<file path="src/rtl/vm.sv">
// Two-item coin vending controller: latches a Coke/Pepsi selection, accumulates
// 5/10 coins in units of 5, and pulses dispense/change codes for one cycle.
module vm (
  input  logic       clk,
  input  logic       reset,
  input  logic [1:0] a,
  input  logic [1:0] b,
  input  logic       cancel,
  output logic [1:0] y,
  output logic [1:0] c
);

  typedef enum logic [1:0] {
    IDLE  = 2'd0,
    COKE  = 2'd1,
    PEPSI = 2'd2
  } state_t;

  state_t     state_q;
  logic [1:0] credit_q;
  logic [1:0] y_q;
  logic [1:0] c_q;

  logic [1:0] coin;
  logic [1:0] price;
  logic [2:0] total;
  logic [1:0] change;

  // Coin and price in units of 5; b = 11 is treated as no coin.
  always_comb begin
    coin = 2'd0;
    if (b == 2'b01) coin = 2'd1;
    else if (b == 2'b10) coin = 2'd2;
    price  = (state_q == PEPSI) ? 2'd3 : 2'd2;
    total  = {1'b0, credit_q} + {1'b0, coin};
    // Modulo-4 subtraction is exact here: total never exceeds price + 1.
    change = total[1:0] - price;
  end

  always_ff @(posedge clk or posedge reset) begin
    if (reset) begin
      state_q  <= IDLE;
      credit_q <= '0;
      y_q      <= '0;
      c_q      <= '0;
    end else begin
      y_q <= '0;
      c_q <= '0;
      case (state_q)
        IDLE: begin
          credit_q <= '0;
          if (a == 2'b01)      state_q <= COKE;
          else if (a == 2'b10) state_q <= PEPSI;
        end
        COKE, PEPSI: begin
          if (cancel) begin
            c_q      <= credit_q;
            credit_q <= '0;
            state_q  <= IDLE;
          end else if (coin != 2'd0) begin
            if (total >= {1'b0, price}) begin
              y_q      <= (state_q == COKE) ? 2'b01 : 2'b10;
              c_q      <= change;
              credit_q <= '0;
              state_q  <= IDLE;
            end else begin
              credit_q <= total[1:0];
            end
          end
        end
        default: begin
          state_q  <= IDLE;
          credit_q <= '0;
        end
      endcase
    end
  end

  assign y = y_q;
  assign c = c_q;

endmodule

</file>
<file path="config.mk">
export PLATFORM = sky130hd
export DESIGN_NAME = vm
export DESIGN_NICKNAME = d
export VERILOG_FILES = /design/src/rtl/vm.sv
export SDC_FILE = /design/constraint.sdc
export NUM_CORES = 1
export LEC_CHECK = 0
export CAP_MARGIN = 20
export CORE_AREA = 4 4 41 43
export DETAILED_ROUTE_END_ITERATION = 7
export DIE_AREA = 0 0 45 47
export GPL_TIMING_DRIVEN = 0
export PLACE_DENSITY = 0.69
export SETUP_SLACK_MARGIN = 0.05
export SYNTH_ARGS = -nofsm -noshare
export SYNTH_HDL_FRONTEND = slang
export SYNTH_SLANG_ARGS = --single-unit
</file>
<file path="constraint.sdc">
create_clock -name clk -period 3 [get_ports clk]
set_clock_uncertainty 0.1 [all_clocks]
set_input_delay 0.45 -clock clk [delete_from_list [all_inputs] [get_ports clk]]
set_output_delay 0.45 -clock clk [all_outputs]
set_load 0.02 [all_outputs]
</file>
==> Flow_metrics.wiki, run 1 <==
{| class="wikitable"
! Metric !! Value
|-
| Average instance area after synthesis || roughly 10 sq um
|-
| Final critical-path share of the clock period || 0.844
|-
| Kind of start point of the critical path || input port
|-
| Global-route total usage across every layer || 0.128
|-
| CTS clock-pin slew for the worst setup and hold paths || ~0.05 ns
|-
| Top-Level Pins || 11
|-
| Area inside the core boundary || approximately 0.0013 sq mm
|-
| DRC violation total after the first TritonRoute iteration || 19
|-
| Number of post-CTS setup repair buffers || 0
|-
| Sequential cell area || 200 sq um
|-
| Overall die height || 47 um
|-
| CP required || ~3.0 ns
|-
| Starting density of the core || 0.445
|-
| Number of antenna violations at the first check in global routing || 0
|-
| Net count after synthesis || 73
|-
| FF-to-FF path depth || 5
|-
| Setup slack after placement || roughly 0.19 ns
|-
| Total length of routed wires || roughly 1100 um
|-
| Standard-cell rows || 13
|-
| Clock tree from TritonCTS || done
|-
| Max_cap viols || 0
|-
| Number of antenna cells inserted || 0
|-
| Final setup vio count || 0
|-
| Maximum clock rate || approximately 400 MHz
|-
| Post-route ant nets || 0
|-
| Final worst slack || between 0.4 and 0.5 ns
|-
| Global-route wire length before repair || between 1500 and 2000 um
|-
| Area delta synth->final || 24.4%
|-
| Origin of the worst setup path || b[1]
|-
| Worst-case headroom to the max-slew limit || 0.791
|-
| Post-detailed-route wirelength per cell || approximately 13 um
|-
| Number of buffers created by CTS || 3
|-
| Top cell type by total area after synthesis || sky130_fd_sc_hd__dfrtp_1
|-
| Fraction of the yosys area taken by sequential cells || 0.346
|-
| Full die area || 0.00212 sq mm
|-
| Hold buffers post-CTS || 0
|-
| Setup Crit Path Kind || input port to flop
|-
| Maximum number of pins on one net before global-route repair || 9
|-
| Buffer depth of the longest clock path || 2
|-
| Crit path arrival time || 2.55 ns
|-
| Num Clock Sinks || 8
|-
| # DRC || 0
|-
| Vias || around 470
|-
| Routability congestion estimate || 0.781
|-
| Number of port buffers || 10
|-
| Number of nets in the finished design || about 90
|-
| Type of the most critical hold path || input port to asynchronous set/reset pin
|-
| Post-detailed-route via-to-cell ratio || between 5 and 6
|-
| RR Endpoint || state_q[1]
|-
| Max rail drop VDD || 0.000288 V
|-
| Ranking of synthesized cells by instance count || sky130_fd_sc_hd__inv_1, sky130_fd_sc_hd__dfrtp_1, sky130_fd_sc_hd__ha_1
|-
| Area occupied by multi-input gates || approximately 350 sq um
|-
| Floorplan die width || 45 um
|-
| R2R setup slack || roughly 0.93 ns
|-
| Number of slew-limit violations in the final report || 0
|-
| Number of filler cells placed in the layout || around 130
|-
| Number of synthesized flops with an enable pin || 0
|-
| Maximum level of the CTS H-tree || 1
|-
| Async SR Flop Fraction || 1.00
|-
| Hold violation total from the final report || 0
|-
| Count of mapped cells out of synthesis || 57
|-
| Total Power Consumption || ~0.45 mW
|-
| Source of the worst register-to-register timing path || credit_q[0]
|-
| Clock root cell || sky130_fd_sc_hd__clkbuf_4
|-
| Length of the first detailed-routing pass in iterations || 4
|-
| Areal power density over the cells || between 600 and 700 mW/mm^2
|-
| Number of non-filler instances in the completed layout || 85
|-
| Resize count post-CTS || 0
|-
| Post-detail-place hpwl || between 800 and 900 um
|-
| Synthesis-stage register bit count || 8
|-
| RSZ-0062 raised after global routing || no
|-
| Number of warnings issued by yosys || 0
|-
| Clock latency at the later pin of the worst-skew pair || roughly 0.25 ns
|-
| Dpl cells || 82
|-
| Worst-path fanout max || 6
|-
| Cell types occupying the most area after synthesis || sky130_fd_sc_hd__dfrtp_1, sky130_fd_sc_hd__ha_1, sky130_fd_sc_hd__inv_1
|-
| Fraction of synthesized cell area taken by the top area cell type || 0.346
|-
| Final critical path time including I/O delays and setup || 2.53 ns
|-
| Share of post-route cells with drive strength above 1 || 0.0857
|-
| Post-synth cell types || 22
|-
| Final total negative setup slack || 0 ns
|-
| Number of global-route vias before repair || about 450
|-
| Critical path capture point type || flop
|-
| Top FF cell, synth || sky130_fd_sc_hd__dfrtp_1
|-
| Final worst hold slack || ~0.34 ns
|-
| Outcome || complete, no violations
|-
| Leak || 0.345 nW
|-
| Top-count cell post-synth || sky130_fd_sc_hd__inv_1
|-
| Tightest Pin Transition || about 0.31 ns
|-
| Overflow left after global routing || 0
|-
| Mapped Area || 579 sq um
|}
==> stage by stage <==
stage | utilization | cell area [sq um]
6_report | 0.554 | 721
5_1_grt | 0.554 | 721
4_1_cts | 0.554 | 721
3_5_place_dp | 0.537 | 698
3_3_place_gp | 0.537 | 698
2_1_floorplan | - | 579
==> cells by family (layout without fill, tap and decap cells) <==
logic type	count (synthesis)	count (layout)	share of synthesized area
compound gates	15	15	0.209
flops	8	8	0.346
buf+inv	9	22	0.0583
fa+ha+maj	9	9	0.207
simple gates	16	16	0.179
==> registers in the layout, summed over array words and instances (netlist names) <==
register and cells:
credit_q 2, y 2, state_q 2, c 2
==> cells in the final DEF, fill, tap and decap left out <==
cell | Yosys | routed
sky130_fd_sc_hd__a2111o_1 | 2 | 2
sky130_fd_sc_hd__a211oi_1 | 2 | 2
sky130_fd_sc_hd__a21oi_1 | 2 | 2
sky130_fd_sc_hd__a31oi_1 | 2 | 2
sky130_fd_sc_hd__a32o_1 | 2 | 2
sky130_fd_sc_hd__and3_1 | 2 | 2
sky130_fd_sc_hd__clkbuf_4 | 0 | 3
sky130_fd_sc_hd__clkdlybuf4s50_1 | 0 | 10
sky130_fd_sc_hd__dfrtp_1 | 8 | 8
sky130_fd_sc_hd__fa_1 | 1 | 1
sky130_fd_sc_hd__ha_1 | 8 | 8
sky130_fd_sc_hd__inv_1 | 9 | 9
sky130_fd_sc_hd__nand2_1 | 1 | 1
sky130_fd_sc_hd__nand2b_4 | 2 | 2
sky130_fd_sc_hd__nand3_1 | 2 | 2
sky130_fd_sc_hd__nand3b_1 | 1 | 1
sky130_fd_sc_hd__nor2_1 | 3 | 3
sky130_fd_sc_hd__nor2b_1 | 2 | 2
sky130_fd_sc_hd__nor2b_2 | 1 | 1
sky130_fd_sc_hd__nor3_1 | 2 | 2
sky130_fd_sc_hd__o211a_1 | 1 | 1
sky130_fd_sc_hd__o211ai_1 | 2 | 2
sky130_fd_sc_hd__o31ai_1 | 1 | 1
sky130_fd_sc_hd__o41ai_1 | 1 | 1
==> power by group <==
| group | switching [mW] | leakage, nW | total [mW] | internal, mW |
|---|---|---|---|---|
| clock network | 0.0341 | 0.0138 | 0.0797 | 0.0456 |
| logic | 0.130 | 0.222 | 0.228 | 0.0981 |
| registers | 0.0159 | 0.110 | 0.141 | 0.125 |
==> routing by layer <==
layer | vias up | part of all wire | global-route usage | wire length, um
met5 | - | 0 | 0 | 0
met4 | 0 | 0.013 | 0.105 | 14
met3 | 2 | 0.043 | 0.0230 | 47
met2 | 14 | 0.46 | 0.195 | 499
met1 | 221 | 0.48 | 0.158 | 521
li1 | 237 | - | - | -
==> layout make-up <==
cell class / count / area share
inverter: 9 / 0.0469
timing repair buffer: 10 / 0.139
clock buffer: 3 / 0.0313
tap: 15 / 0.0260
multi-input combinational: 40 / 0.479
sequential: 8 / 0.278
==> worst max-delay path, cell delays in order <==
cell and delay (ns):
sky130_fd_sc_hd__clkdlybuf4s50_1 0.48, sky130_fd_sc_hd__inv_1 0.05, sky130_fd_sc_hd__ha_1 0.17, sky130_fd_sc_hd__ha_1 0.19, sky130_fd_sc_hd__fa_1 0.52, sky130_fd_sc_hd__nor2b_2 0.21
sky130_fd_sc_hd__a211oi_1 0.34, sky130_fd_sc_hd__o211ai_1 0.15
==> worst max-delay path by stage <==
stage / endpoint / slack, ns / cells past startpoint
3_5_place_dp: state_q[1] / 0.19 / 8
5_1_grt: state_q[1] / 0.35 / 8
2_1_floorplan: state_q[0] / 0.86 / 7
3_3_place_gp: state_q[1] / 0.20 / 8
6_report: state_q[1] / 0.47 / 8
4_1_cts: state_q[1] / 0.46 / 8
(Power assumes the default switching activity.)
==> run 2: changes to the inputs <==
==> constraint.sdc (replaced) <==
create_clock -name clk -period 2.6 [get_ports clk]
set_clock_uncertainty 0.1 [all_clocks]
set_input_delay 0.39 -clock clk [delete_from_list [all_inputs] [get_ports clk]]
set_output_delay 0.39 -clock clk [all_outputs]
set_load 0.02 [all_outputs]
==> run 2 against run 1 <==
Clock power is 16% higher. Sequential share of layout area is 0.19 points lower. Hold slack worse by 0.061 ns. Sequential cell count stayed put. Register-to-register slack worse by 0.32 ns. Global-route usage stayed put. Die area stayed put. Power is 16% higher. Cell count stayed put. Wire length is 0.74% lower. Clock-buffer cell count stayed put. Combinational power is 17% higher.
==> Flow_metrics.wiki, run 2 (synthesis results as in run 1) <==
{| class="wikitable"
! Metric !! Value
|-
| Outcome || complete, no violations
|-
| Maximum level of the CTS H-tree || 1
|-
| Area after detailed placement || approximately 700 sq um
|-
| Resize count post-CTS || 0
|-
| Post-detailed-route via-to-cell ratio || about 5.6
|-
| Number of antenna cells inserted || 0
|-
| FF-to-FF path depth || 5
|-
| Source of the worst register-to-register timing path || credit_q[0]
|-
| Maximum number of pins on one net before global-route repair || 9
|-
| Share of post-route cells with drive strength above 1 || 0.100
|-
| CP Cell Sequence || clkdlybuf4s50_1 > inv_1 > ha_1 > ha_1 > fa_1 > nor2b_2 > a211oi_2 > o211ai_1
|-
| Full die area || between 0.002 and 0.0025 sq mm
|-
| Standard-cell rows || 13
|-
| Final critical-path share of the clock period || 0.919
|-
| Worst-path fanout max || 6
|-
| Starting density of the core || 0.445
|-
| Global-route wire length before repair || around 1900 um
|-
| Most common cell after layout, fill and taps aside || sky130_fd_sc_hd__clkdlybuf4s50_1
|-
| Critical path capture point type || flop
|-
| R2R setup slack || 0.61 ns
|-
| Max_cap viols || 0
|-
| Final setup vio count || 0
|-
| Post-detail-place hpwl || about 870 um
|-
| Post-route ant nets || 0
|-
| Total Power Consumption || roughly 0.52 mW
|-
| Number of port buffers || 10
|-
| Final core utilization || 0.558
|-
| Dpl cells || 82
|-
| Leak || 0.346 nW
|-
| Kind of start point of the critical path || input port
|-
| Hold violation total from the final report || 0
|-
| Max stage delay cell, worst path || sky130_fd_sc_hd__fa_1
|-
| Area inside the core boundary || ~0.0013 sq mm
|-
| Floorplan die width || 45 um
|-
| Clock tree from TritonCTS || done
|-
| Routability congestion estimate || just under 0.8
|-
| Number of buffer and inverter stages on the critical path || 2
|-
| Clock root cell || sky130_fd_sc_hd__clkbuf_4
|-
| Buffer depth of the longest clock path || 2
|-
| Number of post-CTS setup repair buffers || 0
|-
| Final critical path time including I/O delays and setup || approximately 2.4 ns
|-
| Number of non-filler instances in the completed layout || 85
|-
| Final total negative setup slack || 0 ns
|-
| Length of the first detailed-routing pass in iterations || 4
|-
| # DRC || 0
|-
| Number of buffers created by CTS || 3
|-
| RR Endpoint || state_q[1]
|-
| Cell area after layout || 726 sq um
|-
| Final worst hold slack || between 0.2 and 0.3 ns
|-
| Final worst slack || 0.210 ns
|-
| DRC violation total after the first TritonRoute iteration || 20
|-
| CP dominant cell by count || sky130_fd_sc_hd__ha_1
|-
| Setup slack after placement || -0.152 ns
|-
| CP required || 2.62 ns
|-
| Number of slew-limit violations in the final report || 0
|-
| Overall die height || roughly 47 um
|-
| Worst-case headroom to the max-slew limit || 0.790
|-
| Overflow left after global routing || 0
|-
| Type of the most critical hold path || input port to asynchronous set/reset pin
|-
| CP top delay family || adder cells
|-
| Most used cells in the layout excluding fill and tap cells || sky130_fd_sc_hd__clkdlybuf4s50_1, sky130_fd_sc_hd__inv_1, sky130_fd_sc_hd__ha_1, sky130_fd_sc_hd__dfrtp_1
|-
| Crit path arrival time || approximately 2.4 ns
|-
| RSZ-0062 raised after global routing || no
|-
| Num Clock Sinks || 8
|-
| Critical path's largest stage delay || approximately 0.53 ns
|-
| Number of antenna violations at the first check in global routing || 0
|-
| Total length of routed wires || between 1000 and 1500 um
|-
| CTS clock-pin slew for the worst setup and hold paths || around 0.050 ns
|-
| Number of nets in the finished design || ~90
|-
| Areal power density over the cells || 720 mW/mm^2
|-
| Global-route total usage across every layer || 0.128
|-
| Vias || approximately 470
|-
| Clock latency at the later pin of the worst-skew pair || 0.25 ns
|-
| Top-Level Pins || 11
|-
| Setup Crit Path Kind || input port to flop
|-
| Hold buffers post-CTS || 0
|-
| Tightest Pin Transition || about 0.31 ns
|-
| Post-detailed-route wirelength per cell || about 13 um
|-
| Number of global-route vias before repair || approximately 450
|-
| Area delta synth->final || 25.3%
|-
| Max rail drop VDD || 0.000339 V
|-
| Maximum clock rate || about 420 MHz
|}
## run 2: area by class of cell
| cell class | instances | area [sq um] |
|---|---|---|
| Multi-Input combinational cell | 40 | 350 |
| Inverter | 9 | 33.8 |
| Tap cell | 15 | 18.8 |
| Timing Repair Buffer | 10 | 100 |
| Clock buffer | 3 | 22.5 |
| Sequential cell | 8 | 200 |
| Fill cell | 127 | 576 |
## run 2: metal layers
| metal | wire length (um) | vias to the layer above | global-route usage |
|---|---|---|---|
| li1 | - | 238 | - |
| met5 | 0 | - | 0 |
| met2 | 482 | 15 | 0.195 |
| met1 | 508 | 217 | 0.158 |
| met3 | 51 | 4 | 0.0230 |
| met4 | 32 | 0 | 0.105 |
## run 2: worst max-delay path by stage
stage                     start          to  cells after the start
final                      b[1]  state_q[1]                      8
after global routing       b[1]        c[0]                      8
after CTS                  b[1]  state_q[1]                      8
after detailed placement   b[1]  state_q[1]                      8
after global placement     b[1]  state_q[1]                      8
after floorplan            b[1]  state_q[0]                      7
## run 2: report_power, final
part	total, mW	switching [mW]	internal [mW]
sequential	0.163	0.0185	0.145
clock	0.0924	0.0397	0.0527
combinational	0.267	0.152	0.115
total	0.522	0.210	0.312
